==> src/rtl/wb_stage_pkg.sv <==
// Shared writeback-core definitions: datapath widths, load-type encoding,
// the writeback entry record and the load byte/half extraction helper.
package wb_stage_pkg;

  localparam int unsigned CORE_WIDTH      = 32;
  localparam int unsigned CORE_ADDR_WIDTH = 5;

  // RV32I load funct3 encodings
  typedef enum logic [2:0] {
    LD_LB  = 3'b000,
    LD_LH  = 3'b001,
    LD_LW  = 3'b010,
    LD_LBU = 3'b100,
    LD_LHU = 3'b101
  } ld_type_e;

  typedef struct packed {
    logic [CORE_ADDR_WIDTH-1:0] rd;
    logic [CORE_WIDTH-1:0]      data;
  } wb_entry_t;

  // Unlisted funct3 codes fall back to a full-word load.
  function automatic logic [CORE_WIDTH-1:0] load_extract(
    input logic [2:0]            funct3,
    input logic [CORE_WIDTH-1:0] raw
  );
    logic [CORE_WIDTH-1:0] res;
    case (funct3)
      LD_LB:   res = {{(CORE_WIDTH-8){raw[7]}}, raw[7:0]};
      LD_LH:   res = {{(CORE_WIDTH-16){raw[15]}}, raw[15:0]};
      LD_LBU:  res = {{(CORE_WIDTH-8){1'b0}}, raw[7:0]};
      LD_LHU:  res = {{(CORE_WIDTH-16){1'b0}}, raw[15:0]};
      default: res = raw;
    endcase
    return res;
  endfunction

endpackage

==> src/rtl/wb_stage_load_queue.sv <==
// wb_load_queue: parameterised in-order FIFO with occupancy count and
// full/empty flags. Pushes while full and pops while empty are ignored.
module wb_load_queue #(
  parameter int unsigned DW    = 8,
  parameter int unsigned DEPTH = 4
) (
  input  logic                     clk,
  input  logic                     rst_n,
  input  logic                     push,
  input  logic [DW-1:0]            push_data,
  input  logic                     pop,
  output logic [DW-1:0]            pop_data,
  output logic [$clog2(DEPTH):0]   count,
  output logic                     full,
  output logic                     empty
);

  localparam int unsigned PW = $clog2(DEPTH);
  localparam logic [PW:0] FULL_COUNT = (PW+1)'(DEPTH);

  logic [DW-1:0] mem [DEPTH];
  logic [PW-1:0] wr_ptr;
  logic [PW-1:0] rd_ptr;
  logic          push_ok;
  logic          pop_ok;

  assign full     = (count == FULL_COUNT);
  assign empty    = (count == '0);
  assign push_ok  = push & ~full;
  assign pop_ok   = pop & ~empty;
  assign pop_data = mem[rd_ptr];

  // Storage array; not reset since occupancy is tracked by count.
  always_ff @(posedge clk) begin
    if (push_ok) mem[wr_ptr] <= push_data;
  end

  // Pointers wrap naturally because DEPTH is a power of two.
  always_ff @(posedge clk or negedge rst_n) begin
    if (!rst_n) begin
      wr_ptr <= '0;
      rd_ptr <= '0;
      count  <= '0;
    end else begin
      if (push_ok) wr_ptr <= wr_ptr + 1'b1;
      if (pop_ok)  rd_ptr <= rd_ptr + 1'b1;
      case ({push_ok, pop_ok})
        2'b10:   count <= count + 1'b1;
        2'b01:   count <= count - 1'b1;
        default: count <= count;
      endcase
    end
  end

endmodule

==> src/rtl/wb_stage.sv <==
// wb_stage: merges ALU results and out-of-band load responses onto the
// single register-file write port. Loads are tracked in an in-order queue;
// an ALU result that loses to a load response is parked in a one-entry skid.
// Optional macro WB_BYPASS_EN adds two read-bypass compare ports.
// WIDTH/ADDR_WIDTH must stay equal to the package widths (wb_entry_t).
module wb_stage
  import wb_stage_pkg::*;
#(
  parameter int unsigned WIDTH      = wb_stage_pkg::CORE_WIDTH,
  parameter int unsigned ADDR_WIDTH = wb_stage_pkg::CORE_ADDR_WIDTH,
  parameter int unsigned LQ_DEPTH   = 4
) (
  input  logic                        clk,
  input  logic                        rst_n,
  input  logic                        alu_valid,
  output logic                        alu_ready,
  input  logic [ADDR_WIDTH-1:0]       alu_rd,
  input  logic [WIDTH-1:0]            alu_data,
  input  logic                        ld_issue_valid,
  output logic                        ld_issue_ready,
  input  logic [ADDR_WIDTH-1:0]       ld_rd,
  input  logic [2:0]                  ld_funct3,
  input  logic                        ld_rsp_valid,
  input  logic [WIDTH-1:0]            ld_rsp_data,
  output logic                        lq_err,
  output logic [$clog2(LQ_DEPTH):0]   lq_count,
  output logic                        dest_en,
  output logic [ADDR_WIDTH-1:0]       dest_addr,
  output logic [WIDTH-1:0]            dest_data
`ifdef WB_BYPASS_EN
  ,
  input  logic [ADDR_WIDTH-1:0]       byp_rs1_addr,
  input  logic [ADDR_WIDTH-1:0]       byp_rs2_addr,
  output logic                        byp_rs1_hit,
  output logic [WIDTH-1:0]            byp_rs1_data,
  output logic                        byp_rs2_hit,
  output logic [WIDTH-1:0]            byp_rs2_data
`endif
);

  localparam int unsigned QW = ADDR_WIDTH + 3;

  logic [QW-1:0] q_push_data;
  logic [QW-1:0] q_pop_data;
  logic          q_full;
  logic          q_empty;
  logic          ld_push;
  logic          rsp_hit;
  logic          rsp_miss;
  logic          alu_fire;
  logic          skid_valid;
  wb_entry_t     skid;
  logic          sel_valid;
  wb_entry_t     sel;

  assign ld_issue_ready = ~q_full;
  assign alu_ready      = ~skid_valid;
  assign ld_push        = ld_issue_valid & ld_issue_ready;
  assign alu_fire       = alu_valid & alu_ready;
  assign rsp_hit        = ld_rsp_valid & ~q_empty;
  assign rsp_miss       = ld_rsp_valid & q_empty;
  assign q_push_data    = {ld_rd, ld_funct3};

  wb_load_queue #(
    .DW    (QW),
    .DEPTH (LQ_DEPTH)
  ) u_lq (
    .clk       (clk),
    .rst_n     (rst_n),
    .push      (ld_push),
    .push_data (q_push_data),
    .pop       (rsp_hit),
    .pop_data  (q_pop_data),
    .count     (lq_count),
    .full      (q_full),
    .empty     (q_empty)
  );

  // Write-port arbitration: load response, then skid entry, then fresh ALU.
  always_comb begin
    sel_valid = 1'b0;
    sel       = '0;
    if (rsp_hit) begin
      sel_valid = 1'b1;
      sel.rd    = q_pop_data[QW-1:3];
      sel.data  = load_extract(q_pop_data[2:0], ld_rsp_data);
    end else if (skid_valid) begin
      sel_valid = 1'b1;
      sel       = skid;
    end else if (alu_fire) begin
      sel_valid = 1'b1;
      sel.rd    = alu_rd;
      sel.data  = alu_data;
    end
  end

  // Skid: capture an ALU result beaten by a load, release it once the port is free.
  // alu_fire cannot coincide with a full skid, so capture and drain never overlap.
  always_ff @(posedge clk or negedge rst_n) begin
    if (!rst_n) begin
      skid_valid <= 1'b0;
      skid       <= '0;
    end else if (rsp_hit && alu_fire) begin
      skid_valid <= 1'b1;
      skid.rd    <= alu_rd;
      skid.data  <= alu_data;
    end else if (!rsp_hit) begin
      skid_valid <= 1'b0;
    end
  end

  // Registered write port; x0 writes are consumed but never enabled.
  always_ff @(posedge clk or negedge rst_n) begin
    if (!rst_n) begin
      dest_en   <= 1'b0;
      dest_addr <= '0;
      dest_data <= '0;
    end else begin
      dest_en <= sel_valid && (sel.rd != '0);
      if (sel_valid) begin
        dest_addr <= sel.rd;
        dest_data <= sel.data;
      end
    end
  end

  // Sticky flag for a response that had no outstanding load to match.
  always_ff @(posedge clk or negedge rst_n) begin
    if (!rst_n) lq_err <= 1'b0;
    else if (rsp_miss) lq_err <= 1'b1;
  end

`ifdef WB_BYPASS_EN
  assign byp_rs1_hit  = dest_en && (byp_rs1_addr == dest_addr) && (byp_rs1_addr != '0);
  assign byp_rs1_data = dest_data;
  assign byp_rs2_hit  = dest_en && (byp_rs2_addr == dest_addr) && (byp_rs2_addr != '0);
  assign byp_rs2_data = dest_data;
`else
  // No bypass compare logic in this build.
`endif

endmodule

==> config.mk <==
export PLATFORM = sky130hd
export DESIGN_NAME = wb_stage
export DESIGN_NICKNAME = d
export VERILOG_FILES = /design/src/rtl/wb_stage_pkg.sv /design/src/rtl/wb_stage_load_queue.sv /design/src/rtl/wb_stage.sv
export SDC_FILE = /design/constraint.sdc
export NUM_CORES = 1
export LEC_CHECK = 0
export BUFFER_PORTS_ARGS = -buffer_cell sky130_fd_sc_hd__buf_4
export CAP_MARGIN = 20
export CORE_MARGIN = 1.5
export CORE_UTILIZATION = 48
export DETAILED_ROUTE_END_ITERATION = 10
export PLACE_DENSITY = 0.78
export SETUP_SLACK_MARGIN = 0.5
export SYNTH_ARGS = -nofsm -noshare
export SYNTH_HDL_FRONTEND = slang
export SYNTH_SLANG_ARGS = --single-unit
==> constraint.sdc <==
create_clock -name clk -period 2.4 [get_ports clk]
set_input_delay 0.24 -clock clk [delete_from_list [all_inputs] [get_ports clk]]
set_output_delay 0.24 -clock clk [all_outputs]
set_load 0.01 [all_outputs]
======== After elaboration in Yosys (flattened, before gate mapping) ========
Memory sizes are Yosys's and may differ from the RTL's.
Index checks and enable logic that the tools add are counted.
cells by class
  add/sub/neg operators ................... 4
  eq/ne operators ......................... 7
  multiplexer cells ....................... 12
  bitwise logic cells ..................... 9
  reduce and logical (&&, ||, !) cells .... 6
operators with widths
  cell                                                  number
  one-hot mux 32 bit (4 select lines)                   1
  2-to-1 mux 37 bit                                     3
  equality test 3 bit (second input constant)           3
  2-to-1 mux 1 bit                                      7
  bitwise AND 1 bit                                     6
  zero test 3 bit                                       2
  one-hot mux 3 bit (2 select lines)                    1
  nonzero test 5 bit                                    1
  adder 2 x 1 -> 2 bit (second input constant)          2
  adder 3 x 1 -> 3 bit (second input constant)          1
  equality test 3 x 1 -> 1 bit (second input constant)  1
  NOT 1 bit                                             3
  subtractor 3 x 1 -> 3 bit (second input constant)     1
  equality test 2 x 1 -> 1 bit (second input constant)  1
  equality test 2 bit (second input constant)           1
  logical AND 1 bit                                     2
  != test 2 x 1 -> 1 bit (second input constant)        1
  nonzero test 2 bit                                    1
storage, ports and cells
  bits in registers ....................... 84
  bits in writable memories ............... 32
  input port bits ......................... 82
  output and inout bits ................... 44
  logic and storage cells ................. 49
  memories kept ........................... 1
memories
  name      depth  width  read ports  clocked after memory_dff  write ports  RTL line                   source
  u_lq.mem  4      8      1           0                         1            wb_stage_load_queue.sv:21  logic [DW-1:0] mem [DEPTH];

======== Logic depth before layout (Yosys ltp) ========
  depth in word-level cells ............... 7
  gate-level depth with buffers ........... 10
  gate-level depth less buffers ........... 10

======== By module ========
A second synthesis with hierarchy kept.
unflattened totals
  cells, all modules ...................... 380
  area total of the unflattened synthesis .. 5222.5 µm²
by module, submodules not included
  module         instances  cells each  area an instance (µm²)  seq. area each (µm²)
  wb_stage       1          301         3629.7                  1926.8
  wb_load_queue  1          79          1592.8                  1136.1

======== Least setup slack after synthesis ========
Ideal clock, no wire load.
  kind .................................... flip-flop to flip-flop
  start ................................... register u_lq.count[0]
  end ..................................... register u_lq.count[2]
  setup time .............................. 0.079 ns
  arrival ................................. 2.249 ns
  data required time ...................... 2.321 ns
  setup slack ............................. 0.072 ns
  stages on the path, launching flop included .. 11
  cells stage by stage .................... dfrtp_1 > o31ai_2 > inv_1 > clkbuf_1 > clkbuf_1 > ha_1 > inv_1 > fa_1 > xor2_1 > nor2_1 > xor2_1
on the way
  cells in the longest elaborated chain, start to end .. 6
  elaborated cells between the ends (all ways) .. 14
  those cells by class .................... 2 x add/sub; 3 x eq/ne; 1 x mux; 6 x bitwise; 2 x reduce/logical
RTL lines
  item                                                                             RTL line                                   source
  start, declared                                                                  wb_stage_load_queue.sv:13                  output logic [$clog2(DEPTH):0] count,
  start signal, assigned                                                           wb_stage_load_queue.sv:48                  2'b10: count <= count + 1'b1;
  start signal, assigned                                                           wb_stage_load_queue.sv:49                  2'b01: count <= count - 1'b1;
  start signal, assigned                                                           wb_stage_load_queue.sv:50                  default: count <= count;
  zero test 3 bit (*)                                                              wb_stage_load_queue.sv:28                  assign empty = (count == '0);
  NOT 1 bit (*)                                                                    wb_stage_load_queue.sv:30, wb_stage.sv:60
  bitwise AND 1 bit                                                                wb_stage.sv:60                             assign rsp_hit = ld_rsp_valid & ~q_empty;
  bitwise AND 1 bit (*)                                                            wb_stage_load_queue.sv:30                  assign pop_ok = pop & ~empty;
  via u_lq.pop_ok                                                                  wb_stage_load_queue.sv:25                  logic pop_ok;
  equality test 2 x 1 -> 1 bit / equality test 2 bit (equally long branches)       wb_stage_load_queue.sv:47                  case ({push_ok, pop_ok})
  one-hot mux 3 bit (2 select lines) / nonzero test 2 bit (equally long branches)  --
The timed path passes the listed nets; every way through them passes the cells marked *.
A chain may end at the register's enable or synchronous reset.

======== Worst setup path after layout ========
  start ................................... register u_lq.count[1]
  end ..................................... register dest_data[4]
on the way
  cells in the longest elaborated chain, start to end .. 4
  elaborated cells between the ends (all ways) .. 5
  those cells by class .................... 2 x mux; 2 x bitwise; 1 x reduce/logical
RTL lines
  item                                                          RTL line                   source
  zero test 3 bit (*)                                           wb_stage_load_queue.sv:28
  NOT 1 bit (*)                                                 wb_stage.sv:60
  bitwise AND 1 bit (*)                                         wb_stage.sv:60
  2-to-1 mux 37 bit / 2-to-1 mux 1 bit (equally long branches)  wb_stage.sv:83             if (rsp_hit) begin
  end signal, assigned                                          wb_stage.sv:122            dest_data <= sel.data;
  end, declared                                                 wb_stage.sv:29             output logic [WIDTH-1:0] dest_data
Mark *: on every way between the ends. The rest lies on a longest branch, timed or not.

==> metrics.cfg <==
[synthesis]
ys_types = 37
ys_seq_area_frac = 0.596
syn_nets = 488
synthCells = 400
async_flop_share = 0.724
yosysWarningCount = 0
ys_ff_latch = 116
syn_avg_cell_area_um2 = 12.8
synthFlopType = dfrtp_1
syn_area_um2 = 5140
synth-edff-count = 32

[worst_setup_path]
cp-end-kind = register
worst_setup_path_start_kind = register
path_max_fanout = 7
critPathKind = register to register
slowest_stage = dfrtp_2
crit_path_frequent_cell = buf_4
slowest_delay_ns = 0.45
crit_required_ns = 2.81
path_cells = o31ai_4 -> clkinvlp_4 -> buf_4 -> buf_4 -> nor3_2 -> buf_4 -> nand2_1 -> o21ai_1
arrival_ns = 2.38

[routing]
vias = 4250
ant_nets = 0
wirelength_um = 14500
drtIter0Drc = 280
viasPerCell = 5.56
first_pass_iters = 5
wl_per_cell_um = 19.0
post-route-drc-count = 0

[pwr]
ir_drop_mv = 0.720
p_int_mw = 6.09
p_leak_nw = 3.48
seq_power_share = 0.371
power_density_nw_per_um2 = 1150
swShare = 0.323
pwr-share-comb = 0.356
p_switching_mw = 2.90
power_mw = 8.99
clkPwrFrac = 0.273

[cts]
cts.sinks = 116
clock_latency_ns = 0.51
clockRootBuffer = clkbuf_8
cts-buffers-inserted = 17
clk_pin_slew_ns = 0.06
cts_buffer_depth = 2
cts_tree = done
htreeDepth = 4

[die]
start_util = 0.495
die_area_um2 = 11300
io_pins = 126
die_y_um = 106
coreArea_um2 = 10400
num_rows = 37
fp.dieW_um = 106

[place]
portBuffers = 125
place_inst = 646
placed_cell_area_um2 = 6240
gp_congestion = 0.783
preCtsSetupSlack_ns = 0.207
hpwl_um = 8100

[sta]
hold_viol = 0
setup_ws_ns = 0.434
hold_slack_ns = 0.0139
finalMaxSlewViolations = 0
setup_viol = 0
rsz0062_at_grt = true
relSlewSlack = 0.388
fin_crit_sh = 0.819
finalSetupTns_ns = 0
tightestPinTransition_ns = 0.918
finClkSkew_ns = 0.0130
max_freq_mhz = 509
fin_crit_ns = 1.97

[finish]
drive_above_1_share = 0.415
final_cells = 765
multi_input_area_um2 = 2060
utilization = 0.755
nNetsFinal = 704
final_area_um2 = 7830
diodes = 0
nFillCells = 631
seq_area_um2 = 3070
syn2layout_area_growth_pct = 52.4

[flow_run]
maxCapViolations = 0

[grt]
grt_use_total = 0.251
grt_pass1_vias = 4405
grt_pass1_wl_um = 21800
antenna_found_initial = 0
gr-total-overflow = 0
grt_max_degree = 73

[hold_path]
min_path_type = input port to register

[status]
status = finished clean

-- routing by layer --
| metal | vias to the layer above | share of wire | GRT usage | routed length, µm |
|---|---|---|---|---|
| li1 | 1905 | - | - | - |
| met1 | 2128 | 0.38 | 0.298 | 5490 |
| met2 | 183 | 0.54 | 0.432 | 7810 |
| met3 | 34 | 0.053 | 0.0509 | 766 |
| met4 | 0 | 0.029 | 0.128 | 427 |
| met5 | - | 0 | 0 | 0 |
-- critical path, delay by kind of cell, from the launching register on --
kind | cells | cell delay [ns]
flops | 1 | 0.45
buf+inv | 4 | 0.78
simple gates | 2 | 0.22
compound gates | 2 | 0.42
-- synthesized netlist by cell type (2+ instances only) --
cell type,number,share of area
a22oi_1,16,0.023
buf_6,2,0.0044
mux2_2,38,0.083
buf_2,6,0.0058
o21ai_0,36,0.035
xor2_1,2,0.0034
ha_1,5,0.012
and3_1,4,0.0049
mux2i_1,26,0.051
buf_1,2,0.0015
nor2_1,16,0.012
mux4_2,8,0.035
nor3_1,2,0.0019
a221oi_1,10,0.017
a221o_1,10,0.019
dfrtp_1,84,0.41
xnor2_1,4,0.0068
edfxtp_1,32,0.19
clkbuf_1,15,0.011
nor2b_1,2,0.0024
inv_1,8,0.0058
nand2_1,57,0.042
-- what timing repair did --
action                     4_1_cts  5_1_grt
hold endpoints to repair       162        0
pin swaps                        1        4
resized for setup               19       24
setup buffers                    9        6
setup endpoints to repair       63       76
hold buffers                    69        0
gates cloned                     1        2
-- registers in the layout (all words and copies together) (netlist names) --
name,cells
u_lq.rd_ptr,2
skid,37
u_lq.count,3
lq_err,1
skid_valid,1
dest_data,32
dest_en,1
u_lq.wr_ptr,2
dest_addr,5
u_lq.mem,32
-- layout by cell type (no fill, tap or decap), types with 6 or more instances in the layout --
master / n
buf_4: 146
dfrtp_1: 78
dlygate4sd3_1: 69
nand2_1: 55
mux2_2: 38
o21ai_0: 32
edfxtp_1: 32
mux2i_1: 26
clkbuf_16: 19
a22oi_1: 16
nor2_1: 15
a221o_1: 10
mux4_2: 8
a221oi_2: 6
dfrtp_2: 6
-- final timing paths --
check | from | slack (ns) | depth (start not counted) | end
min | ld_rsp_data[5] | 0.01 | 3 | dest_data[5]
min in group asynchronous | rst_n | 0.40 | 2 | skid[18]
max reg2reg | u_lq.count[1] | 0.43 | 8 | dest_data[4]
min reg2reg | lq_err | 0.47 | 1 | lq_err
max | u_lq.count[1] | 0.43 | 8 | dest_data[4]
max in group asynchronous | rst_n | 1.28 | 3 | dest_data[29]
-- cell type report --
class | instances | share of cell area
Clock buffer | 24 | 0.0615
Clock inverter | 8 | 0.0125
Inverter | 8 | 0.00464
Multi-Input combinational cell | 251 | 0.263
Sequential cell | 116 | 0.392
Tap cell | 136 | 0.0217
Timing Repair Buffer | 222 | 0.244
-- power by group through the flow --
stage               registers (mW)  clock network (mW)  logic, mW
finish                        3.33                2.45       3.20
global route                  3.40                2.56       3.47
CTS                           3.29                2.47       2.99
detailed placement            3.31                   0       2.70
global placement              3.26                   0       2.61
floorplan                     3.32                   0       1.61
-- cell families (layout without fill, tap and decap cells) --
logic type	Yosys count	after routing	share of synthesized area
buffers and inverters	34	262	0.0295
muxes	72	72	0.169
xor gates and xnor gates	6	6	0.0102
AOI/OAI and AO/OA	78	79	0.105
adders and majority gates	6	6	0.0161
DFF	116	116	0.596
and+or+nand+nor	88	88	0.0736
Note: power is estimated with default switching activity, not from simulation.
